## src/rtl/systolic_feeder_if.sv

```systemverilog
// Handshake and array-facing bundle for systolic_feeder: weight rows in, activation
// vectors in, skewed lanes / weight image / control strobes out to the array.
interface systolic_feeder_if #(
  parameter int LANES = 9,
  parameter int WIDTH = 8
);
  logic                           W_Valid;
  logic [LANES*WIDTH-1:0]         W_Data;
  logic                           W_Ready;
  logic                           X_Valid;
  logic [LANES*WIDTH-1:0]         X_Data;
  logic                           X_Last;
  logic                           X_Ready;
  logic [LANES*WIDTH-1:0]         A;
  logic [LANES*LANES*WIDTH-1:0]   Mem_In;
  logic                           Ld;
  logic                           Arr_Clr;
  logic                           Res_Valid;
  logic                           Busy;

  modport master (
    output W_Valid, W_Data, X_Valid, X_Data, X_Last,
    input  W_Ready, X_Ready, A, Mem_In, Ld, Arr_Clr, Res_Valid, Busy
  );

  modport slave (
    input  W_Valid, W_Data, X_Valid, X_Data, X_Last,
    output W_Ready, X_Ready, A, Mem_In, Ld, Arr_Clr, Res_Valid, Busy
  );
endinterface

```

## src/rtl/systolic_feeder.sv

```systemverilog
// Loads a LANES x LANES weight image into a shadow register, commits it to the array,
// then streams activation vectors with a per-lane skew of lane+1 cycles.
module systolic_feeder #(
  parameter int LANES = 9,
  parameter int WIDTH = 8
) (
  input  logic             Clk,
  input  logic             Rst,
  systolic_feeder_if.slave bus
);

  localparam int ROW_W = LANES * WIDTH;
  localparam int BW    = (LANES > 1) ? $clog2(LANES) : 1;
  localparam int DW    = $clog2(LANES + 1);

  localparam logic [BW-1:0] LAST_BEAT  = BW'(LANES - 1);
  localparam logic [DW-1:0] LAST_DRAIN = DW'(LANES);

  localparam logic [2:0] S_IDLE   = 3'd0;
  localparam logic [2:0] S_LOAD   = 3'd1;
  localparam logic [2:0] S_COMMIT = 3'd2;
  localparam logic [2:0] S_STREAM = 3'd3;
  localparam logic [2:0] S_DRAIN  = 3'd4;

  logic [2:0]    r_state;
  logic [2:0]    w_state_next;
  logic [BW-1:0] r_beat;
  logic [DW-1:0] r_drain;
  logic [LANES:0] r_tag;
  logic          w_beat;
  logic          w_accept;

  assign w_beat   = (r_state == S_LOAD)   && bus.W_Valid;
  assign w_accept = (r_state == S_STREAM) && bus.X_Valid;

  always_comb begin
    w_state_next = r_state;
    case (r_state)
      S_IDLE:   if (bus.W_Valid) w_state_next = S_LOAD;
      S_LOAD:   if (w_beat && (r_beat == LAST_BEAT)) w_state_next = S_COMMIT;
      S_COMMIT: w_state_next = S_STREAM;
      S_STREAM: if (w_accept && bus.X_Last) w_state_next = S_DRAIN;
      S_DRAIN:  if (r_drain == LAST_DRAIN) w_state_next = S_IDLE;
      default:  w_state_next = S_IDLE;
    endcase
  end

  // The drain counter spans LANES+1 cycles so the last Res_Valid tag lands inside DRAIN.
  always_ff @(posedge Clk) begin
    if (Rst) begin
      r_state <= S_IDLE;
      r_beat  <= '0;
      r_drain <= '0;
      r_tag   <= '0;
    end else begin
      r_state <= w_state_next;
      if (w_beat) r_beat <= (r_beat == LAST_BEAT) ? '0 : r_beat + BW'(1);
      r_drain <= (r_state == S_DRAIN) ? r_drain + DW'(1) : '0;
      r_tag   <= {r_tag[LANES-1:0], w_accept};
    end
  end

  genvar gi;
  generate
    for (gi = 0; gi < LANES; gi++) begin : g_row
      logic [ROW_W-1:0] r_row;

      always_ff @(posedge Clk) begin
        if (Rst) begin
          r_row <= '0;
        end else if (w_beat && (r_beat == BW'(gi))) begin
          r_row <= bus.W_Data;
        end
      end

      assign bus.Mem_In[gi*ROW_W +: ROW_W] = r_row;
    end

    // Lane gi sits behind gi+1 stages; idle cycles push zeros so gaps stay clean.
    for (gi = 0; gi < LANES; gi++) begin : g_lane
      logic [WIDTH-1:0] r_pipe [gi+1];

      always_ff @(posedge Clk) begin
        if (Rst) begin
          for (int j = 0; j <= gi; j++) r_pipe[j] <= '0;
        end else begin
          r_pipe[0] <= w_accept ? bus.X_Data[gi*WIDTH +: WIDTH] : '0;
          for (int j = 1; j <= gi; j++) r_pipe[j] <= r_pipe[j-1];
        end
      end

      assign bus.A[gi*WIDTH +: WIDTH] = r_pipe[gi];
    end
  endgenerate

  assign bus.W_Ready   = (r_state == S_LOAD);
  assign bus.X_Ready   = (r_state == S_STREAM);
  assign bus.Ld        = (r_state == S_COMMIT);
  assign bus.Busy      = (r_state != S_IDLE);
  assign bus.Res_Valid = r_tag[LANES];
  assign bus.Arr_Clr   = Rst || ((r_state == S_IDLE) && bus.W_Valid);

endmodule

```

## src/flat_wrapper.sv

```systemverilog
// flat-port wrapper written by rule: the top's interface ports become plain ports
module systolic_feeder_flat 
#(
  parameter int LANES = 9,
  parameter int WIDTH = 8
)
  (Clk, Rst, bus_W_Valid, bus_W_Data, bus_X_Valid, bus_X_Data, bus_X_Last, bus_W_Ready, bus_X_Ready, bus_A, bus_Mem_In, bus_Ld, bus_Arr_Clr, bus_Res_Valid, bus_Busy);
  systolic_feeder_if #(.LANES(LANES), .WIDTH(WIDTH)) bus_i ();
  input  logic Clk;
  input  logic Rst;
  input wire logic [$bits(bus_i.W_Valid)-1:0] bus_W_Valid;
  input wire logic [$bits(bus_i.W_Data)-1:0] bus_W_Data;
  input wire logic [$bits(bus_i.X_Valid)-1:0] bus_X_Valid;
  input wire logic [$bits(bus_i.X_Data)-1:0] bus_X_Data;
  input wire logic [$bits(bus_i.X_Last)-1:0] bus_X_Last;
  output wire logic [$bits(bus_i.W_Ready)-1:0] bus_W_Ready;
  output wire logic [$bits(bus_i.X_Ready)-1:0] bus_X_Ready;
  output wire logic [$bits(bus_i.A)-1:0] bus_A;
  output wire logic [$bits(bus_i.Mem_In)-1:0] bus_Mem_In;
  output wire logic [$bits(bus_i.Ld)-1:0] bus_Ld;
  output wire logic [$bits(bus_i.Arr_Clr)-1:0] bus_Arr_Clr;
  output wire logic [$bits(bus_i.Res_Valid)-1:0] bus_Res_Valid;
  output wire logic [$bits(bus_i.Busy)-1:0] bus_Busy;
  assign bus_i.W_Valid = bus_W_Valid;
  assign bus_i.W_Data = bus_W_Data;
  assign bus_i.X_Valid = bus_X_Valid;
  assign bus_i.X_Data = bus_X_Data;
  assign bus_i.X_Last = bus_X_Last;
  assign bus_W_Ready = bus_i.W_Ready;
  assign bus_X_Ready = bus_i.X_Ready;
  assign bus_A = bus_i.A;
  assign bus_Mem_In = bus_i.Mem_In;
  assign bus_Ld = bus_i.Ld;
  assign bus_Arr_Clr = bus_i.Arr_Clr;
  assign bus_Res_Valid = bus_i.Res_Valid;
  assign bus_Busy = bus_i.Busy;
  systolic_feeder #(.LANES(LANES), .WIDTH(WIDTH)) u_core (.Clk(Clk), .Rst(Rst), .bus(bus_i));
endmodule
```

## config.mk

```make
export PLATFORM = sky130hd
export DESIGN_NAME = systolic_feeder_flat
export DESIGN_NICKNAME = d
export VERILOG_FILES = /design/src/rtl/systolic_feeder_if.sv /design/src/rtl/systolic_feeder.sv /design/src/flat_wrapper.sv
export SDC_FILE = /design/constraint.sdc
export NUM_CORES = 2
export LEC_CHECK = 0
export CAP_MARGIN = 20
export CORE_AREA = 2 2 341 343
export CTS_CLUSTER_DIAMETER = 150
export DETAILED_ROUTE_END_ITERATION = 8
export DIE_AREA = 0 0 343 345
export GPL_TIMING_DRIVEN = 0
export PLACE_DENSITY = 0.55
export SLEW_MARGIN = 0
export SYNTH_ARGS = -nofsm -noshare
export SYNTH_HDL_FRONTEND = slang
export SYNTH_SLANG_ARGS = --single-unit
```

## constraint.sdc

```tcl
create_clock -name Clk -period 3.7 [get_ports Clk]
set_input_delay 1.11 -clock Clk [delete_from_list [all_inputs] [get_ports Clk]]
set_output_delay 1.11 -clock Clk [all_outputs]
set_load 0.005 [all_outputs]
```

==> results_dict.tcl <==
set metrics [dict create \
    routed_via_density 4.45 \
    dp_hpwl_um 110000 \
    pre_cts_ws_ns -1.87 \
    clock_path_buffers 3 \
    yosysMostFrequentCell "dfxtp_1" \
    seq_area_sq_mm 0.0206 \
    grt_pass1_wl_um 198000 \
    min_to "u_core.g_lane[5].r_pipe[0][44]$_SDFF_PP0_" \
    tightest_slew_ns 1.12 \
    grt_overflow 0 \
    avgSynthCellArea_sq_um 11.0 \
    drtIter0Drc 1197 \
    worst_skew_pair.late_latency_ns 0.71 \
    synthFlopType "dfxtp_1" \
    outcome "complete, no violations" \
    grt_start_max_net_pins 20 \
    ys_seq_area_share_pct 57.4 \
    ir_worst_vdd_mv 0.334 \
    r2r-end "u_core.g_row[8].r_row[18]$_SDFFE_PP0P_" \
    worst_clock_skew_ns 0.0447 \
    grtUsageTotal_pct 23.4 \
    synth_edf_count 0 \
    cp_common_cell "clkbuf_4" \
    fillCellCount 11058 \
    synthCells 3254 \
    htree_num_levels 3 \
    cts_hold_buf 0 \
    ios 875 \
    nNetsFinal 4400 \
    first_pass_iters 5 \
    portBuffers 873 \
    cpPeakStageDelay_ns 0.32 \
    synth.area.top_cells "dfxtp_1 57%, mux2i_1 16%, nand2b_1 11%" \
    slowest_stage "clkbuf_4" \
    die_area_sq_mm 0.118 \
    p_leak_nw 21.3 \
    die_h_um 345 \
    rsz0062_at_grt "no" \
    place_congestion 0.940 \
    cts_setup_buffers 0 \
    clk_pin_slew_ns 0.06 \
    drc 0 \
    r2r_slack_ns 0.92 \
    worst_slack_ns 0.0467 \
    wl_per_cell_um 24.3 \
    worst_ep_arrival_time_ns 2.54 \
    syn_area_sq_mm 0.0359 \
    crit_fanout 21 \
    r2r_cells 7 \
    ys_seq_elements 1029 \
    slew_headroom_pct 25.4 \
    cts_buffers 112 \
    period_minus_slack_ns 3.65 \
    ant_nets 0 \
    vias 26134 \
    yosys_warnings 0 \
    fin_cells 5878 \
    drive_gt1_share_pct 7.58 \
    startpoint_type "input pin" \
    r2r_start "u_core.r_beat[0]$_SDFFE_PP0P_" \
    end_kind "primary output" \
    core.rowCount 125 \
    worstSetupPathType "in -> out" \
    tritoncts "built" \
    finalSetupViolCount 0 \
    min_path_cells 1 \
    cap_violations 0 \
    grt_pass1_vias 25562 \
    dp.cells 5656 \
    multi_input_area_sq_mm 0.0137 \
    crit_chain "buf_8 > clkbuf_4 > clkbuf_4 > o21bai_1 > clkdlybuf4s15_2" \
    hold_path.startpoint "u_core.g_lane[5].r_pipe[0][36]$_SDFF_PP0_" \
    design_area_sq_mm 0.0506 \
    fin_util_pct 44.0 \
    antenna_found_initial 24 \
    dpl_cell_area_sq_mm 0.0467 \
    wirelength_um 143000 \
    period_share_pct 98.7 \
    netlist.area_leader.share_pct 57.4 \
    maxSlewViolCount 0 \
    critPathRequiredTime_ns 2.59 \
    hold_path_class "reg -> reg" \
    cts_root_buf "clkbuf_16" \
    synthToLayoutAreaGrowth_pct 41.0 \
    p_total_w 0.0239 \
    cts_sinks 1029 \
    async_flop_share_pct 0 \
    fmax_ghz 0.274 \
    synth.distinct_cells 35 \
    yosys-top-cells-count "1,029 x dfxtp_1, 648 x nand2b_1, 576 x mux2i_1" \
    core_area_sq_mm 0.115 \
    die_x_um 343 \
    hold_viol 0 \
    start_util_pct 31.2 \
    syn_nets 3409 \
    synth_top_area_cell "dfxtp_1" \
    power.density_mw_per_mm2 473 \
]
[cell type report]
class / instances / share of cell area [%]
diodes: 11 / 0.0544
repair buffers: 878 / 17.5
plain buffers: 344 / 3.27
well taps: 1524 / 3.77
flip-flops and latches: 1029 / 40.7
inverters: 5 / 0.0371
clock inverters: 56 / 1.40
clock buffers: 156 / 6.34
multi-input cells: 1875 / 27.0
[metrics by stage]
stage          setup TNS, ns  hold slack, ns
2_1_floorplan              0           0.414
3_3_place_gp         -349.44           0.416
3_5_place_dp          -88.57           0.420
4_1_cts                    0           0.404
5_1_grt                    0           0.425
6_report                   0           0.402
[cell families (layout without fill, tap and decap cells)]
group | count (synthesis) | after routing | synth area share, %
AO/OA/AOI/OAI | 158 | 158 | 2.26
XOR/XNOR | 2 | 2 | 0.0488
adder cells (fa/ha/maj) | 6 | 6 | 0.209
buffers and inverters | 350 | 1439 | 4.59
flip-flops | 1029 | 1029 | 57.4
multiplexers | 576 | 576 | 16.1
other | 0 | 11 | 0
AND/OR/NAND/NOR | 1133 | 1133 | 19.5
[power by group]
group	internal (W)	total, W	leakage [nW]	switching [W]
clock	0.00687	0.0117	1.93	0.00486
combinational	0.000450	0.00105	11.1	0.000600
sequential	0.0111	0.0112	8.29	0.0000299
total	0.0184	0.0239	21.3	0.00549
[worst max-delay path: cells and delay by family]
kind	cells	cell delay, ns
buffers and inverters	4	1.18
AOI/OAI and AO/OA	1	0.17
[layer usage]
layer	vias up	share of wire [%]	GRT usage, %
met2	868	47	38.7
met3	224	8.4	7.75
met4	12	3.9	9.21
met5	-	0.057	0
met1	12518	41	27.9
li1	12512	-	-
[how the worst max path moves through the flow]
| stage | end | start | cells past startpoint | slack (ns) |
|---|---|---|---|---|
| floorplan | bus_Arr_Clr | Rst | 5 | 0.38 |
| global placement | bus_Arr_Clr | Rst | 6 | -1.81 |
| detailed placement | bus_Arr_Clr | Rst | 6 | -1.87 |
| CTS | bus_Arr_Clr | Rst | 5 | 0.05 |
| global route | bus_Ld | u_core.r_state[1]$_SDFFE_PP0P_ | 3 | 0.02 |
| finish | bus_Arr_Clr | Rst | 5 | 0.05 |
[layout by cell type, fill, tap and decap left out, drive strengths merged, types with 2 or more instances in the layout]
cell / netlist / final
nor2: 7 / 7
clkdlybuf4s50: 0 / 872
o21ai: 74 / 74
nor3b: 4 / 4
ha: 6 / 6
inv: 5 / 9
and2: 72 / 72
a21oi: 77 / 77
nand2b: 648 / 648
dfxtp: 1029 / 1029
mux2i: 576 / 576
nand3: 83 / 83
and3b: 4 / 4
bufinv: 0 / 11
diode: 0 / 11
buf: 172 / 177
nand3b: 2 / 2
nand2: 9 / 9
nor2b: 297 / 297
and3: 3 / 3
a31oi: 2 / 2
clkbuf: 173 / 328
clkinvlp: 0 / 5
clkinv: 0 / 36
[flip-flops by register name, summed over array words and instances, names as in the netlist]
signal,flops
u_core.g_lane.r_pipe,360
u_core.r_beat,4
u_core.r_drain,4
u_core.g_row.r_row,648
u_core.r_tag,10
u_core.r_state,3
[repair_timing]
action	4_1_cts	5_1_grt
endpoints found under the hold margin	0	0
gates resized for setup	10	0
setup endpoints to repair	1	0
(Power assumes the default switching activity.)
